**config.mk**
```make
export PLATFORM = sky130hd
export DESIGN_NAME = adder_share_arbiter
export DESIGN_NICKNAME = d
export VERILOG_FILES = /design/src/rtl/adder_share_arbiter.sv
export SDC_FILE = /design/constraint.sdc
export NUM_CORES = 1
export LEC_CHECK = 0
export ABC_AREA = 1
export CAP_MARGIN = 0
export CORE_ASPECT_RATIO = 2
export CORE_MARGIN = 8
export CORE_UTILIZATION = 51
export CTS_CLUSTER_DIAMETER = 40
export DETAILED_ROUTE_END_ITERATION = 12
export PLACE_DENSITY = 0.81
export SETUP_SLACK_MARGIN = 0.3
export SYNTH_ARGS = -nofsm -noshare
export SYNTH_HDL_FRONTEND = slang
export SYNTH_SLANG_ARGS = --single-unit
```
**constraint.sdc**
```tcl
create_clock -name clk -period 5.6 [get_ports clk]
set_input_delay 0.84 -clock clk [delete_from_list [all_inputs] [get_ports clk]]
set_output_delay 0.84 -clock clk [all_outputs]
set_load 0.01 [all_outputs]
```
**src/rtl/adder_share_arbiter.sv**
```systemverilog
// Round-robin arbiter that time-shares a single 32-bit adder between two requesters
// and returns each tagged result over a valid/ready response handshake.

module fulladder_32b (
   input  logic [31:0] a,
   input  logic [31:0] b,
   output logic [31:0] sum,
   output logic        carry
);
   assign {carry, sum} = {1'b0, a} + {1'b0, b};
endmodule

module adder_share_arbiter #(
   parameter int WIDTH         = 32,
   parameter int SETTLE_CYCLES = 1,
   parameter int CNT_WIDTH     = 16
) (
   input  logic                 clk,
   input  logic                 reset,
   input  logic                 req0_valid,
   input  logic [WIDTH-1:0]     req0_a,
   input  logic [WIDTH-1:0]     req0_b,
   output logic                 req0_ready,
   input  logic                 req1_valid,
   input  logic [WIDTH-1:0]     req1_a,
   input  logic [WIDTH-1:0]     req1_b,
   output logic                 req1_ready,
   output logic                 rsp_valid,
   output logic                 rsp_id,
   output logic [WIDTH-1:0]     rsp_sum,
   output logic                 rsp_carry,
   input  logic                 rsp_ready,
   output logic                 busy,
   output logic [CNT_WIDTH-1:0] op_count
);
   typedef enum logic [1:0] {IDLE, SETTLE, RESP} state_t;

   localparam logic [3:0] CNT_INIT = 4'(SETTLE_CYCLES - 1);

   state_t               state_q;
   logic [WIDTH-1:0]     op_a_q;
   logic [WIDTH-1:0]     op_b_q;
   logic                 owner_q;
   logic                 last_grant_q;
   logic [3:0]           cnt_q;
   logic                 rsp_valid_q;
   logic                 rsp_id_q;
   logic [WIDTH-1:0]     rsp_sum_q;
   logic                 rsp_carry_q;
   logic                 busy_q;
   logic [CNT_WIDTH-1:0] op_count_q;

   logic [WIDTH-1:0]     adder_sum;
   logic                 adder_carry;
   logic                 any_valid;
   logic                 grant_id;
   logic                 accept;

   fulladder_32b u_adder (
      .a     (op_a_q),
      .b     (op_b_q),
      .sum   (adder_sum),
      .carry (adder_carry)
   );

   // On a tie the requester that did not win last time is served.
   assign any_valid = req0_valid | req1_valid;
   assign grant_id  = (req0_valid & req1_valid) ? ~last_grant_q : req1_valid;
   assign accept    = (state_q == IDLE) & any_valid;

   // Readies are forced low while reset is held so nothing looks accepted.
   assign req0_ready = accept & ~grant_id & ~reset;
   assign req1_ready = accept &  grant_id & ~reset;

   always_ff @(posedge clk or posedge reset) begin
      if (reset) begin
         state_q      <= IDLE;
         op_a_q       <= '0;
         op_b_q       <= '0;
         owner_q      <= 1'b0;
         last_grant_q <= 1'b1;
         cnt_q        <= '0;
         rsp_valid_q  <= 1'b0;
         rsp_id_q     <= 1'b0;
         rsp_sum_q    <= '0;
         rsp_carry_q  <= 1'b0;
         busy_q       <= 1'b0;
         op_count_q   <= '0;
      end else begin
         case (state_q)
            IDLE: begin
               if (accept) begin
                  op_a_q       <= grant_id ? req1_a : req0_a;
                  op_b_q       <= grant_id ? req1_b : req0_b;
                  owner_q      <= grant_id;
                  last_grant_q <= grant_id;
                  cnt_q        <= CNT_INIT;
                  busy_q       <= 1'b1;
                  state_q      <= SETTLE;
               end
            end
            SETTLE: begin
               if (cnt_q != 4'd0) begin
                  cnt_q <= cnt_q - 4'd1;
               end else begin
                  rsp_sum_q   <= adder_sum;
                  rsp_carry_q <= adder_carry;
                  rsp_id_q    <= owner_q;
                  rsp_valid_q <= 1'b1;
                  state_q     <= RESP;
               end
            end
            RESP: begin
               if (rsp_ready) begin
                  rsp_valid_q <= 1'b0;
                  op_count_q  <= op_count_q + CNT_WIDTH'(1);
                  busy_q      <= 1'b0;
                  state_q     <= IDLE;
               end
            end
            default: state_q <= IDLE;
         endcase
      end
   end

   assign rsp_valid = rsp_valid_q;
   assign rsp_id    = rsp_id_q;
   assign rsp_sum   = rsp_sum_q;
   assign rsp_carry = rsp_carry_q;
   assign busy      = busy_q;
   assign op_count  = op_count_q;
endmodule

```
# Yosys cells after proc, flatten, opt, wreduce, memory -nomap -nowiden
# Index checks and enable logic that the tools add are counted.
# word_totals
reg_bits,124
word_cells,59
in_bits,133
# classes
eq_ne,6
bitwise_logic,11
muxes,15
n_addsub,3
n_reduce_logical,12
# op_table
cell,n
$mux 32,2
$add 32x32->33,1
$add 16x1->16 const B,1
$reduce_and 3->1,4
$mux 4,2
$ne 2x2->1 const B,4
$pmux 4 s2,1
$and 1x1->1,6
$mux 2,3
$pmux 2 s3,1
$reduce_and 2->1,3
$reduce_bool 2->1,3
$mux 1,4
$not 1->1,4
$pmux 1 s2,2
$reduce_bool 4->1,1
$sub 4x1->4 const B,1
$eq 2x1->1 const B,1
$eq 2x2->1 const B,1
$logic_not 2->1,1
$or 1x1->1,1

# Logic depth before layout (Yosys ltp)
# depth
ltp_word,5
mapped_depth,14
ltp_nobuf,14

# Hierarchy
# Synthesis repeated with hierarchy kept, for this count alone.
# unflattened
hier_cells,1151
area_unflattened_um2,7820.0
# by_module_without_submodules
mod,cells_per_inst,seq_area_each_um2,n_inst,area_per_inst_um2
adder_share_arbiter,646,3104.2,1,5396.4
fulladder_32b,505,0.0,1,2423.6

# Worst setup path after synthesis
# OpenSTA, ideal clock, no wires.
# synth_path
kind,input port to output port
startpoint,in req0_valid
endpoint,out req0_ready
required_time_ps,4760
stages,6
arrival_time_ps,1759
n_path_buf,2
path_slack_ps,3001
path_cell_list,nand2_1 nand2_1 clkbuf_1 buf_1 nand2_1 nor2_1
# synth_between
elab_chain_len,5
word_cells_on_any_way,7
# synth_lines
item,line,rtl
from (decl),20,"input logic req0_valid,"
$and 1x1->1,68,assign grant_id = (req0_valid & req1_valid) ? ~last_grant_q : req1_valid;
$mux 1,68,
$not 1->1,72,assign req0_ready = accept & ~grant_id & ~reset;
$and 1x1->1 * (2 in series),72,
to (decl),23,"output logic req0_ready,"
# Every way passes the cells marked *; elsewhere a longest branch is shown, timed or not.

# Worst setup path in the final report
# layout_path
startpoint,in req0_valid
endpoint,out req1_ready
# layout_between
elab_chain_len,4
word_cells_on_any_way,6
# layout_lines
item,line,rtl
$or 1x1->1 / $and 1x1->1 (equally long branches),"67, 68",
$and 1x1->1 / $mux 1 (equally long branches),"69, 68",
$and 1x1->1 * (2 in series),73,assign req1_ready = accept & grant_id & ~reset;
to (decl),27,"output logic req1_ready,"
# Marked as above.

==> results.ini <==
[critical_path]
r2r_slack_ps=2920
criticalPathCategory=input port to output pin
cp_common_cell=clkdlybuf4s50_1
r2r_end=rsp_sum[15]
endpoint=req1_ready
slowest_delay_ps=550
ff2ff_path_depth=8
cp_slowest_cell=clkdlybuf4s50_1
reg2reg_from=cnt_q[0]
crit_arrival_ps=2670
start_kind=input port
setup.worst_path.end_class=output pin
crit_start=req0_valid
critPathMaxFanout=27
crit_required_ps=4760
cp_cell_sequence=clkdlybuf4s50_1 -> nand2_2 -> nand3_1 -> nor2_1 -> clkdlybuf4s50_1

[finish]
area_growth_pct=32.2
final_nets=1459
fill_cells=1362
drive_above_1_share=0.0430

[cts]
h-tree-depth=4
cts_hold_buf=0
clkTransAtPathRegs_ps=50
clkLatencyLatePin_ps=430
cts-resized-gates=0
cts_buffer_depth=2
cts_tree=yes
post_cts_buffers=0
cts.sinks=124
cts_buffers=17
cts_root_buffer=clkbuf_16

[drt]
drc=0
drtPass1Iterations=5
wirelength_um=27000
post_drt_via_cell_ratio=5.44
routedWlPerCell_um=18.0
drt-initial-drc-count=377
ant_nets=0
num_vias=8162

[global_routing]
grtUsageTotal=0.275
grt_start_max_net_pins=69
grt_pass1_wl_um=43000
grt_overflow=0
first_global_vias=8397
antenna_found_initial=2

[sta]
finalCriticalPeriod_ps=3510
setup_viol=0
rsz0062_at_grt=no
fmax_ghz=0.285
worst_slack_ps=2090
tns_ps=0
hold_viol=0
tightest_slew_ps=940
fin_skew_ps=8.52
slew_viol_final=0
finalCritPeriodShare=0.627
relSlewSlack=0.374

[logic_synthesis]
synthArstFlopShare=1.00
syn_area_um2=7880
synth_fp_nets=1295
yosysTopAreaCellShare=0.391
synth_fa_ha_area_frac=0.0581
ys_seq_area_frac=0.394
syn_avg_cell_area_um2=7.00
synthTopCellsByCount=nand2_1, nand3_1, inv_1, dfrtp_1, nand4_1
synth_compound_area_frac=0.0370
synth_ff_type=dfrtp_1
synthCells=1126
ys_ff_latch=124
synth_edf_count=0
yosysTopAreaCell=dfrtp_1
synthMostInstantiatedCell=nand2_1
ys_types=32
synth_area_leaders=dfrtp_1, nand2_1, nand3_1
synth_warnings=0
synth_top_family_by_area=simple AND/OR/NAND/NOR gates
yosys.area_share.simple=0.396
synthMuxAreaShare=0
synth_xor_area_frac=0.0256

[job]
cap_violations=0

[power]
vdd_drop_max_v=0.000514
intPower_mw=3.30
power_density_nw_per_um2=611
p_total_mw=6.36
pwr-share-clk=0.160
comb_power_share=0.591
p_switching_mw=3.06
leakagePower_nw=5.26
p_seq_frac=0.249
switching_share=0.482

[floorplan]
die_w_um=104
dieArea_um2=19900
core_um2=15200
dieHeight_um=192
num_rows=64
initial_core_util=0.518
io_pins=187

[placed_design]
dp_hpwl_um=21000
place_ws_ps=2130
place_congestion=0.948
port_buffers=186

[hold_path]
hold_start=rsp_sum[23]
hold_class=register to register

[status]
status=finished, final reports clean

## cell usage in the layout (no fill, tap or decap), types with 2 or more instances in the layout
| cell | synthesis | final |
|---|---|---|
| o21bai_1 | 3 | 3 |
| nand2_1 | 368 | 366 |
| o21ai_0 | 23 | 23 |
| clkbuf_16 | 0 | 17 |
| ha_1 | 35 | 35 |
| xnor2_1 | 18 | 18 |
| diode_2 | 0 | 2 |
| clkbuf_1 | 35 | 2 |
| nand4_1 | 71 | 71 |
| nor3_1 | 8 | 8 |
| xor2_1 | 5 | 5 |
| inv_1 | 133 | 131 |
| a21oi_1 | 26 | 26 |
| nand3b_1 | 4 | 4 |
| nor2_1 | 59 | 57 |
| nor2_4 | 1 | 2 |
| buf_4 | 0 | 8 |
| nor2_2 | 3 | 4 |
| nand2_2 | 0 | 2 |
| clkinv_2 | 0 | 7 |
| clkbuf_8 | 0 | 2 |
| clkdlybuf4s50_1 | 0 | 185 |
| nand3_1 | 182 | 182 |
| dfrtp_1 | 123 | 123 |
| inv_2 | 3 | 4 |
## per-layer routing
metal | track usage | share of wire | vias up
met5 | 0 | 0 | -
met4 | 0.201 | 0.069 | 0
met3 | 0.0460 | 0.038 | 95
met2 | 0.528 | 0.56 | 285
met1 | 0.254 | 0.33 | 3778
li1 | - | - | 4004
## cell families (layout without fill, tap and decap cells)
| family | count (synthesis) | in the layout |
|---|---|---|
| AO/OA/AOI/OAI | 55 | 55 |
| XOR/XNOR | 23 | 23 |
| adder cells (fa/ha/maj) | 36 | 36 |
| buffers and inverters | 185 | 360 |
| flip-flops | 124 | 124 |
| other | 0 | 2 |
| AND/OR/NAND/NOR | 703 | 703 |
## flip-flops by register name (all words and copies together), names as in the netlist
register	count
op_b_q	32
rsp_sum	32
owner_q	1
rsp_valid	1
rsp_carry	1
state_q	2
op_count	16
last_grant_q	1
rsp_id	1
busy	1
cnt_q	4
op_a_q	32
## through the flow
step	cells	util	hold WS, ps	instance area (um2)
after floorplan	1126	-	444	7880
final	1501	0.684	477	10400
after detailed placement	1469	0.649	465	9870
after global routing	1501	0.684	495	10400
after global placement	1469	0.649	457	9870
after CTS	1499	0.684	479	10400
## power by group through the flow
stage                     clock network (mW)  logic, mW  registers [mW]
after floorplan                            0       2.45            1.55
after global placement                     0       3.69            1.58
after detailed placement                   0       3.73            1.59
after CTS                               1.03       3.76            1.59
after global routing                    1.07       4.18            1.63
final                                   1.02       3.76            1.59
## worst max-delay path, delay by kind of cell
family / cells / cell delay (ps)
buf+inv: 2 / 1060
simple gates: 3 / 760
## how the worst min path moves through the flow
stage | end | slack [ps] | depth (start not counted)
floorplan | last_grant_q | 440 | 2
global placement | busy | 460 | 2
detailed placement | rsp_sum[0] | 460 | 2
CTS | rsp_sum[0] | 480 | 2
global route | rsp_sum[23] | 490 | 2
finish | rsp_sum[23] | 480 | 2
## cell type report
| cell class | count | area, um2 | share of cell area |
|---|---|---|---|
| multi-input combinational | 817 | 4090 | 0.393 |
| sequential | 124 | 3100 | 0.298 |
| timing repair buffer | 194 | 1920 | 0.184 |
| inverter | 136 | 513 | 0.0493 |
| clock buffer | 21 | 460 | 0.0442 |
| tap | 198 | 248 | 0.0238 |
| clock inverter | 9 | 72.6 | 0.00697 |
| antenna | 2 | 5.00 | 0.000481 |
Note: power is estimated with default switching activity, not from simulation.
